--- src/rtl/dino_pkg.sv ---
// Shared constants for the dino player front end: tick phase indices and default timing.
package dino_pkg;

  localparam int TICK_VEL = 0;
  localparam int TICK_POS = 1;

  localparam int DEFAULT_TICK_PERIOD     = 416667;
  localparam int DEFAULT_DEBOUNCE_CYCLES = 250000;

endpackage

--- src/rtl/button_debouncer.sv ---
// Two-flop synchroniser followed by a hold-time debouncer for one raw button.
module button_debouncer
  import dino_pkg::*;
#(
  parameter int DEBOUNCE_CYCLES = DEFAULT_DEBOUNCE_CYCLES
) (
  input  logic clk,
  input  logic reset,
  input  logic raw,
  output logic stable
);

  localparam int CW = $clog2(DEBOUNCE_CYCLES + 1);
  localparam logic [CW-1:0] COUNT_LAST = CW'(DEBOUNCE_CYCLES - 1);

  logic [1:0]    sync_q, sync_d;
  logic          stable_q, stable_d;
  logic [CW-1:0] count_q, count_d;

  // The counter only runs while the synchronised level disagrees with the accepted one.
  always_comb begin
    sync_d   = {sync_q[0], raw};
    stable_d = stable_q;
    count_d  = '0;
    if (sync_q[1] != stable_q) begin
      if (count_q == COUNT_LAST) begin
        stable_d = sync_q[1];
      end else begin
        count_d = count_q + 1'b1;
      end
    end
  end

  always_ff @(posedge clk) begin
    if (reset) begin
      sync_q   <= '0;
      stable_q <= 1'b0;
      count_q  <= '0;
    end else begin
      sync_q   <= sync_d;
      stable_q <= stable_d;
      count_q  <= count_d;
    end
  end

  assign stable = stable_q;

endmodule

--- src/rtl/player_input_conditioner.sv ---
// Debounced, frame-frozen button levels plus the two-phase game_tick strobe.
// Define STICKY_JUMP_EN to latch short up taps until the next frame load.
module player_input_conditioner
  import dino_pkg::*;
#(
  parameter int TICK_PERIOD     = DEFAULT_TICK_PERIOD,
  parameter int DEBOUNCE_CYCLES = DEFAULT_DEBOUNCE_CYCLES
) (
  input  logic       clk,
  input  logic       reset,
  input  logic       btn_up_raw,
  input  logic       btn_down_raw,
  output logic [1:0] game_tick,
  output logic       button_up,
  output logic       button_down
);

  localparam int TW = $clog2(TICK_PERIOD);
  localparam logic [TW-1:0] TICK_LAST = TW'(TICK_PERIOD - 1);
  localparam logic [TW-1:0] TICK_LOAD = TW'(TICK_PERIOD - 2);

  logic          stable_up, stable_down;
  logic [TW-1:0] tick_cnt_q, tick_cnt_d;
  logic [1:0]    tick_q, tick_d;
  logic          button_up_q, button_up_d;
  logic          button_down_q, button_down_d;
  logic          load;
  logic          up_level;

  button_debouncer #(.DEBOUNCE_CYCLES(DEBOUNCE_CYCLES)) u_up_debouncer (
    .clk    (clk),
    .reset  (reset),
    .raw    (btn_up_raw),
    .stable (stable_up)
  );

  button_debouncer #(.DEBOUNCE_CYCLES(DEBOUNCE_CYCLES)) u_down_debouncer (
    .clk    (clk),
    .reset  (reset),
    .raw    (btn_down_raw),
    .stable (stable_down)
  );

  assign load = (tick_cnt_q == TICK_LOAD);

`ifdef STICKY_JUMP_EN
  logic jump_q, jump_d;
  logic up_prev_q;
  logic up_rise;

  // A rise landing in the load cycle is kept for the following frame.
  always_comb begin
    up_rise  = stable_up & ~up_prev_q;
    up_level = stable_up | jump_q;
    jump_d   = load ? up_rise : (jump_q | up_rise);
  end

  always_ff @(posedge clk) begin
    if (reset) begin
      jump_q    <= 1'b0;
      up_prev_q <= 1'b0;
    end else begin
      jump_q    <= jump_d;
      up_prev_q <= stable_up;
    end
  end
`else
  always_comb begin
    up_level = stable_up;
  end
`endif

  // Buttons load together with the velocity strobe so both phases see the same frame.
  always_comb begin
    tick_cnt_d       = (tick_cnt_q == TICK_LAST) ? '0 : tick_cnt_q + 1'b1;
    tick_d           = '0;
    tick_d[TICK_VEL] = load;
    tick_d[TICK_POS] = tick_q[TICK_VEL];
    button_up_d      = button_up_q;
    button_down_d    = button_down_q;
    if (load) begin
      button_up_d   = up_level;
      button_down_d = stable_down & ~up_level;
    end
  end

  always_ff @(posedge clk) begin
    if (reset) begin
      tick_cnt_q    <= '0;
      tick_q        <= '0;
      button_up_q   <= 1'b0;
      button_down_q <= 1'b0;
    end else begin
      tick_cnt_q    <= tick_cnt_d;
      tick_q        <= tick_d;
      button_up_q   <= button_up_d;
      button_down_q <= button_down_d;
    end
  end

  assign game_tick   = tick_q;
  assign button_up   = button_up_q;
  assign button_down = button_down_q;

endmodule

--- config.mk ---
export PLATFORM = sky130hd
export DESIGN_NAME = player_input_conditioner
export DESIGN_NICKNAME = d
export VERILOG_FILES = /design/src/rtl/dino_pkg.sv /design/src/rtl/button_debouncer.sv /design/src/rtl/player_input_conditioner.sv
export SDC_FILE = /design/constraint.sdc
export NUM_CORES = 1
export LEC_CHECK = 0
export ABC_AREA = 1
export CAP_MARGIN = 10
export CORE_ASPECT_RATIO = 0.6
export CORE_MARGIN = 3
export CORE_UTILIZATION = 50
export CTS_CLUSTER_SIZE = 16
export DETAILED_ROUTE_END_ITERATION = 7
export PLACE_DENSITY = 0.64
export REMOVE_ABC_BUFFERS = 1
export SYNTH_ARGS = -nofsm -noshare
export SYNTH_HDL_FRONTEND = slang
export SYNTH_SLANG_ARGS = --single-unit
--- constraint.sdc ---
create_clock -name clk -period 3.4 [get_ports clk]
set_input_delay 0.51 -clock clk [delete_from_list [all_inputs] [get_ports clk]]
set_output_delay 0.51 -clock clk [all_outputs]
set_load 0.01 [all_outputs]
==> flow_summary.toml, run 1 <==
[clock_tree]
cts_hold_buf = 0
clkLatencyLatePin_ns = 0.35
clock-sinks = 65
h-tree-depth = 3
clock_path_buffers = 2
numCtsBuffers = 9
cts-root-buf = "clkbuf_8"
cts_tree = "yes"
clk_pin_slew_ns = 0.07
cts_resized = 0
cts_setup_buffers = 0

[timing]
fin_crit_ns = 1.75
rsz0062_at_grt = "false"
worstMarginPinSlew_ns = 0.339
finalSetupTns_ns = 0
final_hold_viol_count = 0
slew-limit-headroom = 0.774
fin_crit_sh = 0.514
setup_viol = 0
fin_skew_ns = 0.00711
fmax_mhz = 572
finalMaxSlewViolations = 0

[power]
p_int_uw = 1130
p_sw_uw = 314
p_leak_uw = 0.00111
power_frac_clock = 0.446
irDropWorstVdd_uv = 247
p_seq_frac = 0.534
swShare = 0.217
power.density_mw_per_mm2 = 399
combPwrFrac = 0.020

[critical_path]
slowest_stage = "clkdlybuf4s50_1"
cp.required_ns = 2.89
crit_buf_inv = 1
setup.worst_path.class = "register to output port"
cp-start-kind = "register"
cp_slowest_stage_delay_ns = 0.55
path_max_fanout = 2
crit_chain = "clkdlybuf4s50_1"
path_delay_family = "buffers and inverters"
crit_arrival_ns = 1.24
cp-end-kind = "output port"

[finish]
fillers = 594
finalNetCount = 500
fin_util = 0.579
design_area_mm2 = 0.00363
layout_common_cells = "nand2_1 (115), nor2_1 (100), dfxtp_1 (65)"
area_growth_pct = 9.26
layout_commonest_cell = "nand2_1"
drive_above_1_share = 0.101
antenna_cells = 0

[floorplanning]
dieArea_mm2 = 0.00770
rows = 22
io_pins = 8
start_util = 0.530
die_h_um = 69.2
core_mm2 = 0.00628
fp.dieW_um = 111

[logic_synthesis]
synth_flop_cell = "dfxtp_1"
yosys.area_share.adder = 0.0188
yosys_warnings = 0
syn_avg_cell_area_um2 = 6.95
synth_compound_area_frac = 0.0553
synth_edf_count = 0
ys_seq_area_frac = 0.391
ys_seq_elements = 65
yosys.area_share.simple = 0.396
syn-instance-count = 478
ys_async_sr_fraction = 0
synth-xor-area-share = 0.0632
synth_top_family_by_area = "simple AND/OR/NAND/NOR gates"
synthDistinctLibCells = 29
synth_mux_area_frac = 0
netlist_area_mm2 = 0.00332

[route]
viasPerCell = 4.85
wl_per_cell_um = 12.1
via_count = 2815
drt_pass1_iterations = 5
antenna_left = 0
drc_errors = 0
finalWirelength_mm = 7.00
drt-initial-drc-count = 194

[place]
globalplace.congestion = 0.914
dpl_cell_area_mm2 = 0.00344
post-dp-hpwl_mm = 5.32
portBuffers = 7

[grt]
grt_pass1_wl_mm = 11.9
grt.total_usage = 0.194
grt_max_degree = 20
grt-ovfl-total = 0
grt_pass1_vias = 2378
antenna_found_initial = 0

[worst_hold_path]
hold_class = "register to register"

[outcome]
status = "completed"

[run]
drv_cap = 0
-- metal layers --
metal,global-route usage,part of all wire,vias up
met5,0,0,-
met3,0.0825,0.096,8
met2,0.214,0.33,77
met1,0.317,0.56,1216
met4,0.0607,0.011,0
li1,-,-,1514
-- flip-flops by register name (all words and copies together), names as in the netlist --
| name | count |
|---|---|
| u_down_debouncer.sync_q | 2 |
| u_up_debouncer.stable | 1 |
| u_down_debouncer.stable | 1 |
| u_up_debouncer.sync_q | 2 |
| button_up | 1 |
| button_down | 1 |
| u_up_debouncer.count_q | 18 |
| u_down_debouncer.count_q | 18 |
| game_tick | 2 |
| tick_cnt_q | 19 |
-- final timing paths --
| path | slack (ns) | to | startpoint | depth (start not counted) |
|---|---|---|---|---|
| max | 1.65 | button_up | button_up | 1 |
| min | 0.41 | u_down_debouncer.sync_q[1] | u_down_debouncer.sync_q[0] | 2 |
| max reg2reg | 1.72 | tick_cnt_q[12] | tick_cnt_q[0] | 6 |
| min reg2reg | 0.41 | u_down_debouncer.sync_q[1] | u_down_debouncer.sync_q[0] | 2 |
-- logic make-up after synthesis --
family                     after synthesis
DFF                                     65
AOI/OAI and AO/OA                       35
xor gates and xnor gates                24
and+or+nand+nor                        293
buffers and inverters                   56
adders and majority gates                5
-- power groups by stage --
stage | registers (µW) | clock network (µW) | logic, µW
floorplan | 789 | 0 | 18.7
global placement | 791 | 0 | 28.2
detailed placement | 791 | 0 | 28.8
CTS | 774 | 664 | 29.0
global route | 774 | 706 | 32.7
finish | 774 | 646 | 28.6
-- Yosys cell counts, types with 2 or more instances --
cell type  count  area [µm²]
ha_1           5        62.6
inv_1         49         184
nor2_1       100         375
nand4_1        8        50.1
a21oi_1       23         115
nand2_1      115         432
nand2_4        3        33.8
nor2_2        15        93.8
nor2_4         4        45.0
xor2_1        17         149
o21ai_0        9        45.0
buf_6          3        33.8
or2_0          6        37.5
xnor2_1        7        61.3
o21bai_1       2        15.0
nand3_1       23         115
nand3_2        5        50.1
nor3_1         5        25.0
dfxtp_1       65        1300
nand2_2        5        31.3
-- area by class of cell --
| cell class | count | area (µm²) | share of cell area |
|---|---|---|---|
| inverter | 51 | 193 | 0.0530 |
| clock buffer | 13 | 149 | 0.0410 |
| sequential | 65 | 1300 | 0.358 |
| timing repair buffer | 7 | 70.1 | 0.0193 |
| clock inverter | 3 | 40.0 | 0.0110 |
| multi-input combinational | 357 | 1770 | 0.488 |
| tap | 84 | 105 | 0.0289 |
-- per-stage QoR --
step | hold WS (ns) | setup WS (ns) | cells | power (µW)
after detailed placement | 0.398 | 1.40 | 564 | 820
after CTS | 0.418 | 1.62 | 580 | 1470
after global routing | 0.444 | 1.58 | 580 | 1510
after floorplan | 0.388 | 2.06 | 473 | 808
after global placement | 0.392 | 1.43 | 564 | 820
final | 0.409 | 1.65 | 580 | 1450
(Power assumes the default switching activity.)
==> run 2: changes to the inputs <==
==> constraint.sdc (replaced) <==
create_clock -name clk -period 1.8 [get_ports clk]
set_input_delay 0.27 -clock clk [delete_from_list [all_inputs] [get_ports clk]]
set_output_delay 0.27 -clock clk [all_outputs]
set_load 0.01 [all_outputs]
==> run 2 against run 1 <==
  * Clock power up 59%
  * Largest cell class unchanged
  * Power up 76%
  * Via count up 1.1%
  * Critical endpoint is now tick_cnt_q[10]
==> flow_summary.toml, run 2 (synthesized netlist as in run 1, its figures left out) <==
[floorplanning]
start_util = 0.530
fp.dieW_um = 111
io_pins = 8
core_mm2 = 0.00628
rows = 22
die_h_um = 69.2
dieArea_mm2 = 0.00770

[place]
globalplace.congestion = 0.866
dpl_cell_area_mm2 = 0.00347
post-dp-hpwl_mm = 5.30
portBuffers = 7

[clock_tree]
clkLatencyLatePin_ns = 0.35
cts-root-buf = "clkbuf_8"
clock-sinks = 65
cts_hold_buf = 0
clock_path_buffers = 2
numCtsBuffers = 9
cts_setup_buffers = 0
cts_tree = "yes"
clk_pin_slew_ns = 0.07
h-tree-depth = 3
cts_resized = 0

[finish]
antenna_cells = 0
layout_commonest_cell = "nand2_1"
fillers = 622
regMostFlops = "tick_cnt_q"
ff_latch_area_mm2 = 0.00130
finalNetCount = 504
drive_above_1_share = 0.108
area_growth_pct = 9.15
fin_util = 0.578
layout_common_cells = "nand2_1 (115), nor2_1 (100), dfxtp_1 (65)"
largest_register_ffs = 19
multi_input_area_mm2 = 0.00177
design_area_mm2 = 0.00363
reg_top3 = "tick_cnt_q x19, u_down_debouncer.count_q x18, u_up_debouncer.count_q x18"

[critical_path]
critPathMostFrequentCell = "nand2_1"
cp.required_ns = 2.03
setup.worst_path.class = "register to register"
cp.depth = 8
crit_arrival_ns = 1.77
crit_buf_inv = 1
cp-end-kind = "register"
r2r_cells = 8
cp-start-kind = "register"
path_max_fanout = 5
slowest_stage = "dfxtp_1"
path_delay_family = "simple AND/OR/NAND/NOR gates"
cp_slowest_stage_delay_ns = 0.43
crit_chain = "ha_1 > nand2_1 > inv_1 > nand2_1 > nor2_2 > nand2_1 > xor2_1 > nor2_1"

[timing]
final_hold_viol_count = 0
setup_viol = 0
fmax_mhz = 651
worstMarginPinSlew_ns = 0.311
finalSetupTns_ns = 0
finalMaxSlewViolations = 0
fin_skew_ns = 0.00561
fin_crit_sh = 0.853
fin_crit_ns = 1.54
rsz0062_at_grt = "false"
slew-limit-headroom = 0.792

[route]
finalWirelength_mm = 7.02
viasPerCell = 4.87
wl_per_cell_um = 12.0
via_count = 2845
drc_errors = 0
drt_pass1_iterations = 5
antenna_left = 0
drt-initial-drc-count = 254

[grt]
grt_pass1_vias = 2484
grt_pass1_wl_mm = 12.1
grt-ovfl-total = 0
antenna_found_initial = 0
grt_max_degree = 20
grt.total_usage = 0.195

[worst_hold_path]
hold_class = "register to register"
whs_path_depth = 2

[power]
power.density_mw_per_mm2 = 704
irDropWorstVdd_uv = 510
p_leak_uw = 0.00112

[run]
drv_cap = 0

[outcome]
status = "completed"
## run 2: cell types whose count changed in the layout (fill, tap and decap cells not counted), sizes merged
cell,delta
clkbuf,-1
buf,+4
bufinv,-1
clkinv,+2
## run 2: per-stage QoR
step | hold slack, ns | setup WS, ns | power [µW] | instances
floorplan | 0.339 | 0.461 | 1530 | 473
global placement | 0.392 | 0.249 | 1550 | 568
detailed placement | 0.405 | 0.219 | 1550 | 568
CTS | 0.417 | 0.259 | 2590 | 584
global route | 0.426 | 0.129 | 2670 | 584
finish | 0.417 | 0.264 | 2550 | 584
## run 2: power breakdown
group	internal, µW	switching (µW)
Sequential	1450	12.0
Clock	491	541
Combinational	23.2	38.1
Total	1960	591
## run 2: layer usage
layer	wire length, µm	GRT usage
met5	0	0
met4	77	0.0526
met3	456	0.0737
met2	2420	0.229
met1	4060	0.315
## run 2: cell type report
| type | instances | area share |
|---|---|---|
| Clock buffer | 12 | 0.0372 |
| Clock inverter | 4 | 0.00552 |
| Inverter | 51 | 0.0531 |
| Multi-Input combinational cell | 357 | 0.489 |
| Sequential cell | 65 | 0.359 |
| Tap cell | 84 | 0.0290 |
| Timing Repair Buffer | 11 | 0.0276 |
## run 2: path summary, 6_finish.rpt
| kind | slack [ns] | endpoint | startpoint |
|---|---|---|---|
| worst min-delay path | 0.42 | u_down_debouncer.sync_q[1] | u_down_debouncer.sync_q[0] |
| worst max register to register | 0.26 | tick_cnt_q[10] | tick_cnt_q[1] |
| worst max-delay path | 0.26 | tick_cnt_q[10] | tick_cnt_q[1] |
| worst min register to register | 0.42 | u_down_debouncer.sync_q[1] | u_down_debouncer.sync_q[0] |
## run 2: worst min-delay path, delay by kind of cell (launching register included)
family,cells,cell delay (ns)
flip-flops,1,0.30
buffers and inverters,1,0.05
AND/OR/NAND/NOR,1,0.03
